**config.mk**
```make
export PLATFORM = sky130hd
export DESIGN_NAME = adder_share_arbiter
export DESIGN_NICKNAME = d
export VERILOG_FILES = /design/src/rtl/adder_share_arbiter.sv
export SDC_FILE = /design/constraint.sdc
export NUM_CORES = 1
export LEC_CHECK = 0
export CAP_MARGIN = 20
export CORE_MARGIN = 8
export CORE_UTILIZATION = 39
export DETAILED_ROUTE_END_ITERATION = 8
export DONT_BUFFER_PORTS = 1
export GPL_TIMING_DRIVEN = 0
export PLACE_DENSITY = 0.64
export SLEW_MARGIN = 5
export SYNTH_ARGS = -nofsm -noshare
export SYNTH_HDL_FRONTEND = slang
export SYNTH_SLANG_ARGS = --single-unit
```
**constraint.sdc**
```tcl
create_clock -name clk -period 3.46 [get_ports clk]
set_clock_uncertainty 0.05 [all_clocks]
set_input_delay 0.519 -clock clk [delete_from_list [all_inputs] [get_ports clk]]
set_output_delay 0.519 -clock clk [all_outputs]
set_load 0.05 [all_outputs]
```
**src/rtl/adder_share_arbiter.sv**
```systemverilog
// Round-robin arbiter/sequencer sharing one external adder among NUM_REQ requesters.
// Optional macro ADDER_ARB_OVF_EN adds a registered signed-overflow flag (rsp_ovf).
module adder_share_arbiter #(
  parameter int WIDTH   = 32,
  parameter int NUM_REQ = 3,
  parameter int ID_W    = 2
) (
  input  logic                     clk,
  input  logic                     rst_n,
  input  logic [NUM_REQ-1:0]       req_valid,
  output logic [NUM_REQ-1:0]       req_ready,
  input  logic [NUM_REQ*WIDTH-1:0] req_a,
  input  logic [NUM_REQ*WIDTH-1:0] req_b,
  output logic [WIDTH-1:0]         adder_a,
  output logic [WIDTH-1:0]         adder_b,
  input  logic [WIDTH-1:0]         adder_sum,
  input  logic                     adder_carry,
  output logic                     rsp_valid,
  input  logic                     rsp_ready,
  output logic [ID_W-1:0]          rsp_id,
  output logic [WIDTH-1:0]         rsp_sum,
  output logic                     rsp_carry
`ifdef ADDER_ARB_OVF_EN
  , output logic                   rsp_ovf
`endif
);

  // state | meaning
  // IDLE  | no operation in flight, accepting requests
  // EXEC  | operands on the adder, result captured at the end of this cycle
  // RESP  | result presented, waiting for rsp_ready
  typedef enum logic [1:0] {IDLE, EXEC, RESP} state_t;

  state_t          state, state_next;
  logic [ID_W-1:0] last_grant;
  logic [ID_W-1:0] id;
  logic [ID_W-1:0] winner;
  logic [ID_W-1:0] cand;
  logic            found;
  logic            window;
  logic            accept;
  int              idx;

  // Scan starts just past the last winner, so the previous owner has lowest priority.
  always_comb begin
    winner = '0;
    found  = 1'b0;
    idx    = 0;
    cand   = '0;
    for (int k = 1; k <= NUM_REQ; k++) begin
      idx  = (int'(last_grant) + k) % NUM_REQ;
      cand = ID_W'(idx);
      if (!found && req_valid[cand]) begin
        found  = 1'b1;
        winner = cand;
      end
    end
  end

  assign window = (state == IDLE) || ((state == RESP) && rsp_ready);
  assign accept = window && found;

  always_comb begin
    req_ready = '0;
    if (accept) req_ready[winner] = 1'b1;
  end

  always_ff @(posedge clk or negedge rst_n) begin
    if (!rst_n) state <= IDLE;
    else        state <= state_next;
  end

  always_comb begin
    state_next = state;
    case (state)
      IDLE:    if (accept) state_next = EXEC;
      EXEC:    state_next = RESP;
      RESP:    if (rsp_ready) state_next = accept ? EXEC : IDLE;
      default: state_next = IDLE;
    endcase
  end

  always_ff @(posedge clk or negedge rst_n) begin
    if (!rst_n) begin
      adder_a    <= '0;
      adder_b    <= '0;
      id         <= '0;
      last_grant <= ID_W'(NUM_REQ - 1);
    end else if (accept) begin
      adder_a    <= req_a[int'(winner)*WIDTH +: WIDTH];
      adder_b    <= req_b[int'(winner)*WIDTH +: WIDTH];
      id         <= winner;
      last_grant <= winner;
    end
  end

  always_ff @(posedge clk or negedge rst_n) begin
    if (!rst_n) begin
      rsp_valid <= 1'b0;
      rsp_id    <= '0;
      rsp_sum   <= '0;
      rsp_carry <= 1'b0;
    end else if (state == EXEC) begin
      rsp_valid <= 1'b1;
      rsp_id    <= id;
      rsp_sum   <= adder_sum;
      rsp_carry <= adder_carry;
    end else if ((state == RESP) && rsp_ready) begin
      rsp_valid <= 1'b0;
    end
  end

`ifdef ADDER_ARB_OVF_EN
  logic ovf_next;
  // Signed overflow: operands agree in sign but the sum does not.
  assign ovf_next = (adder_a[WIDTH-1] == adder_b[WIDTH-1]) &&
                    (adder_sum[WIDTH-1] != adder_a[WIDTH-1]);

  always_ff @(posedge clk or negedge rst_n) begin
    if (!rst_n)              rsp_ovf <= 1'b0;
    else if (state == EXEC)  rsp_ovf <= ovf_next;
  end
`endif

endmodule

```
Word level (Yosys, flattened, before mapping). Cells that the tools add are included.

ROM bits: 0. Bits in writable memories: 0. Output and inout port bits: 103. Bits of input ports: 231. Register bits: 106. Memories: 0. Bits in latches: 0.

Magnitude comparators: 5. Shift operators: 2. Bitwise gates (word level): 0. Mux-type cells: 21. Reduce and logical (&&, ||, !) cells: 11. Divide/modulo/power cells: 3. Add/sub/neg operators: 3. Multiply operators: 0. Equal/unequal tests: 4.

Operators with widths (number): 96-bit by 8-bit indexed part select with 32-bit output (2); 32-bit by 3-bit modulo with 32-bit output, second input constant (3); 2-bit by 3-bit < comparator with 1-bit output, second input constant (4); 1-bit 2-to-1 mux (10); 2-bit 2-to-1 mux (5); 2-bit by 2-bit adder with 3-bit output, second input constant (2); 1-bit binary-select mux with 2-bit select (3); 2-bit one-hot mux with 3 select lines (1); 1-bit logical AND (5); 2-bit != test, second input constant (2); 2-bit by 1-bit adder with 3-bit output, second input constant (1); 3-bit 2-to-1 mux (1); 1-bit demux with 2-bit select (1); 2-bit by 1-bit == test with 1-bit output, second input constant (1); 2-bit == test, second input constant (1); 2-bit by 1-bit >= comparator with 1-bit output, second input constant (1); 1-bit zero test (2); 2-bit zero test (1); 2-bit AND reduction (1); 2-bit nonzero test (1); 1-bit logical OR (1).

Depth between registers and ports, before layout. Gate-level depths: netlist (run 1).

Word-level depth: 16. Mapped depth: 10. Mapped depth without buffers: 8.

Worst setup path before layout (run 1). OpenSTA, ideal clock, no wires.

Path type: reg2out. Start point: register last_grant[1]. End point: output port req_ready[0]. Cell stages (with the launch flop): 9. Slack: -73 ps. Data required time: 2891 ps. Path buffers: 2. Arrival time: 2964 ps. Path through: dfstp_2 -> ha_1 -> mux2i_1 -> o22ai_2 -> o211a_1 -> or2_4 -> buf_8 -> buf_12 -> nor3_1.

Longest elaborated chain between the ends: 16.

RTL lines: start: declaration (line 35) `logic [ID_W-1:0] last_grant;`; start signal: assignment (line 88) `last_grant <= ID_W'(NUM_REQ - 1);`; start signal: assignment (line 93) `last_grant <= winner;`; 2-bit by 1-bit adder with 3-bit output (line 51) `idx = (int'(last_grant) + k) % NUM_REQ;`; 32-bit by 3-bit modulo with 32-bit output (line 51); 1-bit binary-select mux with 2-bit select (line 53) `if (!found && req_valid[cand]) begin`; 1-bit 2-to-1 mux (implied by the code) (line 53); 1-bit 2-to-1 mux (line 53); 1-bit zero test (line 53); 1-bit logical AND (line 53); 1-bit 2-to-1 mux (line 53); 1-bit zero test (line 53); 1-bit logical AND (line 53); 2-bit 2-to-1 mux (line 53); 2-bit by 3-bit < comparator with 1-bit output (implied by the code) or 2-bit by 1-bit >= comparator with 1-bit output (tied branches) (line 65) `if (accept) req_ready[winner] = 1'b1;`; 1-bit logical AND (implied by the code) (line 65); 1-bit 2-to-1 mux (implied by the code) (line 65); 1-bit demux with 2-bit select (line 65); 3-bit 2-to-1 mux * (line 65); end: declaration (line 11) `output logic [NUM_REQ-1:0] req_ready,`.

Mark *: on every way between the ends. The rest lies on a longest branch, timed or not. The select of a mux whose other input is x is not followed.

Worst setup path after layout (run 1). Ends and elaborated chain as after synthesis.

==> results of run 1 <==
logic make-up (layout without fill, tap and decap cells):
kind of cell	Yosys count	in the layout	share of synthesized area
AND/OR/NAND/NOR	280	280	0.1859
AO/OA/AOI/OAI	144	144	0.2285
flip-flops	105	105	0.4469
buffers and inverters	58	80	0.05807
multiplexers	38	38	0.07211
adder cells (fa/ha/maj)	4	4	0.008509
area by class of cell:
type,count,share of cell area
clock inverters,6,0.009905
multi-input cells,466,0.4554
clock buffers,10,0.03638
well taps,188,0.03581
flip-flops and latches,105,0.4004
repair buffers,6,0.009905
inverters,6,0.003429
plain buffers,52,0.04876
state kept, by name, summed over array words and instances, names as in the netlist:
signal and flops:
last_grant 2, rsp_id 2, rsp_valid 1, adder_b 32, rsp_sum 32, rsp_carry 1, id 1, adder_a 32
state 2
synth_stat cells:
cell,count
a211oi_1,16
a211oi_2,49
a21boi_0,1
a21o_1,5
a21oi_1,1
a41o_1,1
and2_1,1
buf_12,5
buf_2,22
buf_4,1
buf_8,1
clkbuf_1,23
dfrtp_1,104
dfstp_2,1
ha_1,4
inv_1,5
inv_2,1
mux2_2,35
mux2i_1,3
nand2_1,131
nand2b_1,4
nand3b_1,1
nor2_1,135
nor2b_1,3
nor3_1,1
nor3b_1,1
nor4bb_1,1
o211a_1,1
o21ai_0,3
o21ai_1,1
o22ai_2,1
o31ai_1,64
o41ai_4,1
or2_2,1
or2_4,1
through the flow:
step / hold WS (ps) / worst slack (ps) / utilization / instance area (sq um)
3_3_place_gp: 176.9 / 34.89 / 0.4088 / 6122
6_report: 53.44 / 95.96 / 0.4386 / 6569
5_1_grt: 57.54 / -33.00 / 0.4386 / 6569
3_5_place_dp: 176.9 / 0.7712 / 0.4088 / 6122
4_1_cts: 67.92 / 26.89 / 0.4349 / 6514
2_1_floorplan: 173.4 / 365.2 / - / 5887
per-layer routing:
| layer | part of all wire | vias to the layer above | global-route usage |
|---|---|---|---|
| met5 | 0 | - | 0 |
| met1 | 0.37 | 2395 | 0.2250 |
| met3 | 0.094 | 42 | 0.07780 |
| met4 | 0.028 | 0 | 0.07048 |
| li1 | - | 2218 | - |
| met2 | 0.50 | 308 | 0.3563 |
critical path, stage by stage, from the launching register on:
cell	delay, ps
dfstp_2	610
inv_2	70
ha_4	320
nor3b_4	180
o21ai_0	100
o211a_1	140
or2_4	240
buf_8	170
buf_12	160
nor3_4	430
cells in the final DEF, fill, tap and decap left out, types with 2 or more instances in the layout:
cell         n
nand2_1    130
inv_6        3
clkbuf_1    22
o21ai_0      3
nor2_2       3
buf_4        6
clkbuf_16    9
o31ai_1     64
ha_4         2
dfrtp_1    103
a211oi_1    16
nor2_1     132
a211oi_2    49
buf_2       22
inv_1        4
nor2b_1      3
inv_8        2
nand2b_1     4
inv_2        2
mux2_2      35
buf_12       5
a21o_1       5
mux2i_1      2
worst paths after layout:
kind | startpoint | endpoint | cells past startpoint
worst max-delay path | last_grant[1] | req_ready[0] | 9
worst min-delay path | rst_n | adder_b[6] | 1
worst max register to register | last_grant[1] | adder_b[25] | 10
worst min register to register | state[1] | rsp_valid | 1
max in group asynchronous | rst_n | adder_a[23] | 1
min in group clk | adder_carry | rsp_carry | 1
repair_timing:
item,CTS,global route
gates cloned,0,0
gates resized for setup,7,10
buffers inserted,3,2
pin swaps,2,3
hold buffers,1,0
endpoints found under the setup margin,3,3
endpoints found under the hold margin,105,0
==> results.cfg, run 1 <==
[finish]
area_delta_synth_final_pct = 11.68
stdcell_count = 839
multi_input_area_sq_um = 2992
n_fill_cell = 1439
regArea_sq_um = 2630
num_antenna_cells = 0
drive_gt1_frac = 0.2366
fin_nets = 881

[yosys]
syn_area_sq_um = 5882
yosysTopAreaCell = dfrtp_1
synth.net_count = 864
avgSynthCellArea_sq_um = 9.351
synth_area_leaders = dfrtp_1 (44%), a211oi_2 (10%), nor2_1 (8.6%)
ys_warn_count = 0
synth-seq-cells = 105
ys_types = 35
synth_top_area_frac = 0.4425
yosysSeqAreaShare = 0.4469
synthCells = 629

[floorplan]
core_sq_um = 14980
fp.dieW_um = 138.8
start_util = 0.3927
die_area_sq_um = 19270
rows = 45
ios = 334
die_h_um = 138.8

[sta]
slew_headroom = 0.5062
hold_violations = 0
period_share = 0.9723
finalSetupViolCount = 0
worst-slew-pin-transition_ps = 738.0
drv_slew = 0
fin_tns_setup_ps = 0
finalCriticalPeriod_ps = 3364
fmax_mhz = 297.3

[run_status]
status = finished, final reports clean

[place]
dpl.hpwl_um = 15740
gp_routability_congestion = 0.8417
dpl.cell_count = 817
io_buffers = 0

[drt]
postRouteAntennaNets = 0
drc = 0
firstDrtPassIters = 5
vias = 4963
initialDrtViolationCount = 275
via_per_inst = 5.915
routed_wl_um = 20290
routedWlPerCell_um = 24.18

[critical_path]
crit_type = flip-flop to output pin
cp_data_required_time_ps = 2890
critPathMaxFanout = 10
timing.reg2reg.setup_slack_ps = 690
worst_ep_arrival_time_ps = 2800
endpoint_kind = output pin
worstSetupStartpointType = flip-flop

[cts]
clkTransAtPathRegs_ps = 70
clk_latency_ps = 350
clock-sinks = 105
clockRootBuffer = clkbuf_16
cts_made_buffers = 9
htree_num_levels = 3
cts_tree = built
clk_path_buf_depth = 2

[global_routing]
grt_pass1_vias = 5237
grtUsageTotal = 0.2048
antenna_found_initial = 0
grt_pass1_wl_um = 31390
overflow = 0
grt_max_degree = 106

[job]
max_cap_viol_count = 0

[min_path]
hp-class = primary input to async pin
Power of run 1 is not shown: default switching activity piles up to over one toggle a cycle in this logic, so the estimate is an artifact.
==> inputs of run 2 (changes only) <==
--- a/config.mk
+++ b/config.mk
@@ -5,6 +5,7 @@
 export SDC_FILE = /design/constraint.sdc
 export NUM_CORES = 1
 export LEC_CHECK = 0
+export ABC_AREA = 0
 export CAP_MARGIN = 20
 export CORE_MARGIN = 8
 export CORE_UTILIZATION = 39
==> results of run 2 <==
Final layout, timing and power as in run 1 (identical DEF).
Power of run 2 is left out for the same reason.
